File: config.mk
export PLATFORM = sky130hd
export DESIGN_NAME = rram_write_verify_ctrl
export DESIGN_NICKNAME = d
export VERILOG_FILES = /design/src/rtl/rram_write_verify_ctrl.sv
export SDC_FILE = /design/constraint.sdc
export NUM_CORES = 1
export LEC_CHECK = 0
export CAP_MARGIN = 20
export CORE_MARGIN = 1.5
export CORE_UTILIZATION = 40
export CTS_CLUSTER_DIAMETER = 200
export DETAILED_ROUTE_END_ITERATION = 12
export PLACE_DENSITY = 0.76
export SETUP_SLACK_MARGIN = 0.2
export SLEW_MARGIN = 20
export SYNTH_ARGS = -nofsm -noshare
export SYNTH_HDL_FRONTEND = slang
export SYNTH_SLANG_ARGS = --single-unit
export TNS_END_PERCENT = 30
File: constraint.sdc
create_clock -name clk0 -period 1.7 [get_ports clk0]
set_input_delay 0.255 -clock clk0 [delete_from_list [all_inputs] [get_ports clk0]]
set_output_delay 0.255 -clock clk0 [all_outputs]
set_load 0.1 [all_outputs]
File: src/rtl/rram_write_verify_ctrl.sv
// Write/verify sequencer for the 64x64 single-port RRAM macro.
// Define RRAM_WRITE_VERIFY_EN to enable read-back verify and retries.
module rram_write_verify_ctrl #(
  parameter int DATA_WIDTH = 64,
  parameter int ADDR_WIDTH = 6,
  parameter int RETRY_W    = 4,
  parameter int MAX_RETRY  = 3
) (
  input  logic                  clk0,
  input  logic                  rstb0,
  input  logic                  req_valid,
  output logic                  req_ready,
  input  logic                  req_we,
  input  logic [ADDR_WIDTH-1:0] req_addr,
  input  logic [DATA_WIDTH-1:0] req_wdata,
  output logic                  resp_valid,
  input  logic                  resp_ready,
  output logic [DATA_WIDTH-1:0] resp_rdata,
  output logic                  resp_fail,
  output logic [RETRY_W-1:0]    resp_retries,
  output logic                  mem_csb0,
  output logic                  mem_web0,
  output logic [ADDR_WIDTH-1:0] mem_addr0,
  output logic [DATA_WIDTH-1:0] mem_din0,
  input  logic [DATA_WIDTH-1:0] mem_dout0
);

  // The retry counter must be able to hold MAX_RETRY.
  if (MAX_RETRY >= (1 << RETRY_W)) begin : g_bad_max_retry
    $error("MAX_RETRY must be below 2**RETRY_W");
  end

  typedef enum logic [2:0] {
    IDLE,
    WR,
`ifdef RRAM_WRITE_VERIFY_EN
    VRD,
    VCAP,
`endif
    RD,
    RCAP,
    DONE
  } state_e;

`ifdef RRAM_WRITE_VERIFY_EN
  localparam logic [RETRY_W-1:0] MAX_R =
    RETRY_W'(MAX_RETRY);
`endif

  state_e                state_q, state_d;
  logic [ADDR_WIDTH-1:0] addr_q, addr_d;
  logic [DATA_WIDTH-1:0] wdata_q, wdata_d;
  logic [DATA_WIDTH-1:0] rdata_q, rdata_d;
  logic [RETRY_W-1:0]    retry_q, retry_d;
  logic                  fail_q, fail_d;

  // State, request latches and response registers.
  always_ff @(posedge clk0) begin
    if (!rstb0) begin
      state_q <= IDLE;
      addr_q  <= '0;
      wdata_q <= '0;
      rdata_q <= '0;
      retry_q <= '0;
      fail_q  <= 1'b0;
    end else begin
      state_q <= state_d;
      addr_q  <= addr_d;
      wdata_q <= wdata_d;
      rdata_q <= rdata_d;
      retry_q <= retry_d;
      fail_q  <= fail_d;
    end
  end

  // Next state and macro strobes, decoded from registered state only.
  always_comb begin
    state_d    = state_q;
    addr_d     = addr_q;
    wdata_d    = wdata_q;
    rdata_d    = rdata_q;
    retry_d    = retry_q;
    fail_d     = fail_q;
    req_ready  = 1'b0;
    resp_valid = 1'b0;
    mem_csb0   = 1'b1;
    mem_web0   = 1'b1;
    unique case (state_q)
      IDLE: begin
        req_ready = 1'b1;
        if (req_valid) begin
          addr_d  = req_addr;
          wdata_d = req_wdata;
          retry_d = '0;
          fail_d  = 1'b0;
          state_d = req_we ? WR : RD;
        end
      end
      WR: begin
        mem_csb0 = 1'b0;
        mem_web0 = 1'b0;
`ifdef RRAM_WRITE_VERIFY_EN
        state_d  = VRD;
`else
        state_d  = DONE;
`endif
      end
`ifdef RRAM_WRITE_VERIFY_EN
      VRD: begin
        mem_csb0 = 1'b0;
        state_d  = VCAP;
      end
      VCAP: begin
        rdata_d = mem_dout0;
        if (mem_dout0 == wdata_q) begin
          state_d = DONE;
        end else if (retry_q < MAX_R) begin
          retry_d = retry_q + RETRY_W'(1);
          state_d = WR;
        end else begin
          fail_d  = 1'b1;
          state_d = DONE;
        end
      end
`endif
      RD: begin
        mem_csb0 = 1'b0;
        state_d  = RCAP;
      end
      RCAP: begin
        rdata_d = mem_dout0;
        state_d = DONE;
      end
      DONE: begin
        resp_valid = 1'b1;
        if (resp_ready) state_d = IDLE;
      end
      default: state_d = IDLE;
    endcase
  end

  assign mem_addr0    = addr_q;
  assign mem_din0     = wdata_q;
  assign resp_rdata   = rdata_q;
  assign resp_fail    = fail_q;
  assign resp_retries = retry_q;

endmodule
After elaboration in Yosys (flattened, before gate mapping)
Cells that the tools add are included.
Widths: inputs -> output; s select.
- flip-flop bits (word level): 137
- bits of input ports: 139
- output and inout port bits: 143
- logic and storage cells: 23
- equality and inequality tests: 6
- multiplexer cells: 8
- reductions and logical operators: 5
- operator list (kind ; number):
    $pmux 3 s4 ; 1
    $eq 3x2->1 const B ; 2
    $mux 3 ; 2
    $mux 1 ; 4
    $ne 2x2->1 const B ; 2
    $reduce_and 2->1 ; 2
    $reduce_or 2->1 ; 2
    $eq 3x1->1 const B ; 1
    $eq 3x3->1 const B ; 1
    $logic_not 3->1 ; 1
    $mux 2 ; 1

Logic depth before layout (Yosys ltp)
- depth in word-level cells: 3
- mapped depth: 5

Least setup slack after synthesis
OpenSTA, ideal clock, no wires.
- path type: register -> register
- from: register state_q[2]
- to: register state_q[2]
- arrival time: 2926 ps
- required time: 1622 ps
- setup slack: -1304 ps
- cell stages (with the launch flop): 3
- path buffers: 0
- clock period less this slack: 3004 ps
- path through: dfxtp_1 -> nor3b_1 -> a32o_1
- longest elaborated chain between the ends: 3
- elaborated cells on any way between the ends: 10
- those cells by class: eq/ne: 6; mux: 1; reduce/logical: 3
- RTL lines (item ; RTL line ; text):
    from (decl) ; 50 ; state_e state_q, state_d;
    from (signal assigned) ; 67 ; state_q <= state_d;
    $eq 3x2->1, or another cell as far along ; 88 ; unique case (state_q)
    $reduce_or 2->1 (no line) or $ne 2x2->1 (tied branches) ; n/a ;
    $pmux 3 s4 or $reduce_and 2->1 (tied branches) ; n/a ;
Several ways; a longest one is shown, not always the timed one.
A chain may end at the register's enable or synchronous reset.

Worst setup path after layout
- from: register state_q[1]
- to: output resp_valid
- longest elaborated chain between the ends: 2
- RTL lines (item ; RTL line ; text):
    $eq 3x3->1 ; 88 ;
    $mux 1 ; 88 ;
    to (decl) ; 16 ; output logic resp_valid,
No other way between the ends.

==> impl_metrics.xml <==
<?xml version="1.0" encoding="UTF-8"?>
<metrics>
  <group name="die">
    <metric name="die-height" unit="microns">122</metric>
    <metric name="fp_rows" unit="">43</metric>
    <metric name="dieArea" unit="sq um">14900</metric>
    <metric name="core_area" unit="sq um">13800</metric>
    <metric name="fp.dieW" unit="microns">122</metric>
    <metric name="ios" unit="">282</metric>
    <metric name="initial_core_util" unit="%">41.0</metric>
  </group>
  <group name="place">
    <metric name="placed_cell_area" unit="sq um">9850</metric>
    <metric name="place_ws" unit="ps">-35.8</metric>
    <metric name="port_buffers" unit="">276</metric>
    <metric name="place.detailed.hpwl" unit="microns">12300</metric>
    <metric name="placedCellCount" unit="">1032</metric>
    <metric name="gp_congestion" unit="">0.760</metric>
  </group>
  <group name="sta">
    <metric name="clock_skew" unit="ps">4.63</metric>
    <metric name="timing_hold_violations_final" unit="">0</metric>
    <metric name="rsz0062_at_grt" unit="">true</metric>
    <metric name="timing.final.setup_violations" unit="">0</metric>
    <metric name="post-route-min-period" unit="ps">1540</metric>
    <metric name="worst_slack" unit="ps">157</metric>
    <metric name="number_of_pins_with_negative_max_slew_slack_in_the_final_report" unit="">0</metric>
    <metric name="fin_crit_sh" unit="%">90.8</metric>
    <metric name="hold-worst-slack" unit="ps">249</metric>
    <metric name="setup-tns-final" unit="ps">0</metric>
    <metric name="achievable_freq" unit="MHz">648</metric>
  </group>
  <group name="route">
    <metric name="post-route-drc-count" unit="">0</metric>
    <metric name="route.detailed.vias_per_inst" unit="">4.72</metric>
    <metric name="routed_wire_length_per_instance" unit="microns">15.4</metric>
    <metric name="vias" unit="">5036</metric>
    <metric name="drt_first_iter_violations" unit="">226</metric>
    <metric name="firstDrtPassIters" unit="">4</metric>
    <metric name="drt.antenna.violating_nets" unit="">0</metric>
    <metric name="wirelength" unit="microns">16400</metric>
  </group>
  <group name="synth">
    <metric name="count_of_state_elements_after_synthesis" unit="">137</metric>
    <metric name="synth_adder_area_share" unit="%">0</metric>
    <metric name="mappedNetlistArea" unit="sq um">5670</metric>
    <metric name="synth-simple-area-share" unit="%">19.1</metric>
    <metric name="synth_top_family_by_area" unit="">multiplexers</metric>
    <metric name="yosysSeqAreaShare" unit="%">48.4</metric>
    <metric name="yosysWarningCount" unit="">0</metric>
    <metric name="netlist_instances" unit="">607</metric>
    <metric name="netlist-cell-type-count" unit="">22</metric>
    <metric name="synthesis.area_per_instance" unit="sq um">9.33</metric>
    <metric name="synth_compound_gate_area_share" unit="%">0.353</metric>
    <metric name="synth_xor_xnor_area_share" unit="%">0.155</metric>
    <metric name="muxShareOfSynthArea" unit="%">23.7</metric>
  </group>
  <group name="final_layout">
    <metric name="post_route_cells_drive_above_1_share" unit="%">22.3</metric>
    <metric name="insertedDiodeCount" unit="">0</metric>
    <metric name="finish.instance_area" unit="sq um">10600</metric>
    <metric name="final_cell_count_without_fillers" unit="">1067</metric>
    <metric name="nets_finish" unit="">1013</metric>
    <metric name="post-route-util" unit="%">76.3</metric>
    <metric name="area.growth.synth_to_final" unit="%">86.3</metric>
  </group>
  <group name="global_route">
    <metric name="first_global_vias" unit="">5182</metric>
    <metric name="grt.overflow.total" unit="">0</metric>
    <metric name="wire_length_of_the_first_global_routing_pass" unit="microns">25400</metric>
    <metric name="groute.layer.met2.usage" unit="%">39.9</metric>
    <metric name="gr-usage-met1" unit="%">22.2</metric>
    <metric name="top_usage_layer" unit="">met2</metric>
    <metric name="initial_antenna_violation_count" unit="">0</metric>
    <metric name="largest_net_degree_at_the_start_of_global_routing" unit="">73</metric>
    <metric name="gr-usage-met3" unit="%">7.35</metric>
    <metric name="gr_util_all_layers" unit="%">22.1</metric>
  </group>
  <group name="clocking">
    <metric name="clock_latency" unit="ps">410</metric>
    <metric name="cts_hold_buffers" unit="">0</metric>
    <metric name="cts.sinks" unit="">137</metric>
    <metric name="cts_max_path_buffers" unit="">2</metric>
    <metric name="cts-root-buf" unit="">sky130_fd_sc_hd__clkbuf_16</metric>
    <metric name="clock_transition_at_the_registers_of_the_reported_paths" unit="ps">60</metric>
    <metric name="cts_made_buffers" unit="">17</metric>
    <metric name="cts_tree" unit="">yes</metric>
    <metric name="htree_num_levels" unit="">4</metric>
  </group>
  <group name="power">
    <metric name="power" unit="mW">10.3</metric>
    <metric name="ir_worst_vdd" unit="uV">691</metric>
    <metric name="static_leakage" unit="nW">4.18</metric>
    <metric name="power.density" unit="nW/um^2">973</metric>
  </group>
  <group name="setup_path">
    <metric name="crit_arrival" unit="ps">1290</metric>
    <metric name="timing.critical_path.to_type" unit="">output port</metric>
    <metric name="crit_fanout" unit="">7</metric>
    <metric name="worst-setup-path-type" unit="">reg2out</metric>
    <metric name="cp_data_required_time" unit="ps">1440</metric>
    <metric name="cp-start-kind" unit="">register</metric>
  </group>
  <group name="flow_run">
    <metric name="maxCapViolations" unit="">0</metric>
  </group>
  <group name="outcome">
    <metric name="run_status" unit="">completed</metric>
  </group>
  <group name="hold_path">
    <metric name="worstHoldPathType" unit="">in2reg</metric>
  </group>
</metrics>
## Yosys cell counts
library cell               count  area share [%]
sky130_fd_sc_hd__clkbuf_1     26             1.7
sky130_fd_sc_hd__nor2_1        1           0.066
sky130_fd_sc_hd__conb_1        1           0.066
sky130_fd_sc_hd__a21oi_1       2            0.18
sky130_fd_sc_hd__dfxtp_1     137              48
sky130_fd_sc_hd__nand3_1       1           0.088
sky130_fd_sc_hd__xor2_1        1            0.15
sky130_fd_sc_hd__buf_2         1           0.088
sky130_fd_sc_hd__a32o_1        1            0.18
sky130_fd_sc_hd__nor4b_4       1            0.42
sky130_fd_sc_hd__nor3b_1       1            0.13
sky130_fd_sc_hd__buf_12       13             4.6
sky130_fd_sc_hd__or3b_1        1            0.15
sky130_fd_sc_hd__buf_4         8             1.1
sky130_fd_sc_hd__buf_6         3            0.60
sky130_fd_sc_hd__mux2i_1     134              24
sky130_fd_sc_hd__nor2b_1       1            0.11
sky130_fd_sc_hd__nand2_1     269              18
sky130_fd_sc_hd__nand2b_1      1            0.11
sky130_fd_sc_hd__nor3_1        1           0.088
sky130_fd_sc_hd__inv_1         2            0.13
sky130_fd_sc_hd__and3b_1       1            0.15
## cells by family after synthesis
kind of cell,count (synthesis)
AOI/OAI and AO/OA,3
xor gates and xnor gates,1
buffers and inverters,53
DFF,137
muxes,134
other,1
and+or+nand+nor,278
## state kept, by name (all words and copies together) (netlist names)
name	count
state_q	3
mem_addr0	6
mem_din0	64
resp_rdata	64
## final cells by class
| cell class | instances | area [sq um] |
|---|---|---|
| timing repair buffer | 295 | 4450 |
| fill | 868 | 3270 |
| sequential | 137 | 2750 |
| multi-input combinational | 421 | 2510 |
| clock buffer | 20 | 457 |
| tap | 180 | 225 |
| clock inverter | 12 | 149 |
| inverter | 2 | 7.51 |
## report_power, final
part	total (mW)	switching (mW)	internal, mW
combinational	2.97	1.76	1.21
clock	3.72	1.35	2.37
sequential	3.57	0.194	3.38
total	10.3	3.31	6.96
## per-layer routing
metal	vias up	share of wire (%)
li1	2472	-
met1	2322	36
met2	192	53
met3	50	7.3
met4	0	4.2
met5	-	0
## critical path, cell delays in order (launching register included)
cell	delay [ps]
sky130_fd_sc_hd__dfxtp_4	390
sky130_fd_sc_hd__nor3b_4	270
sky130_fd_sc_hd__buf_12	210
## cell usage in the layout, fill, tap and decap left out, drive strengths merged, types with 2 or more instances in the layout
cell type | Yosys | routed
a21oi | 2 | 2
clkbuf | 26 | 21
bufinv | 0 | 3
buf | 25 | 157
inv | 2 | 2
clkinv | 0 | 5
conb | 1 | 5
dfxtp | 137 | 137
nand2 | 269 | 269
clkdlybuf4s50 | 0 | 137
mux2i | 134 | 134
clkinvlp | 0 | 4
## final timing paths
check	from	end	slack [ps]	cells past startpoint
max	state_q[1]$_SDFFE_PN0P_	resp_valid	160	2
min	rstb0	resp_rdata[58]$_SDFFE_PN0N_	250	3
max reg2reg	state_q[0]$_SDFFE_PN0P_	mem_din0[33]$_SDFFE_PN0P_	170	5
min reg2reg	resp_rdata[14]$_SDFFE_PN0N_	resp_rdata[14]$_SDFFE_PN0N_	490	2
## timing repair
| action | in CTS | in global routing |
|---|---|---|
| endpoints found under the hold margin | 0 | 0 |
| setup endpoints to repair | 50 | 67 |
| cloned | 0 | 1 |
| resized for setup | 6 | 8 |
| setup buffers | 1 | 1 |
| pin swaps | 1 | 3 |
Power figures use the tool's default switching activity.
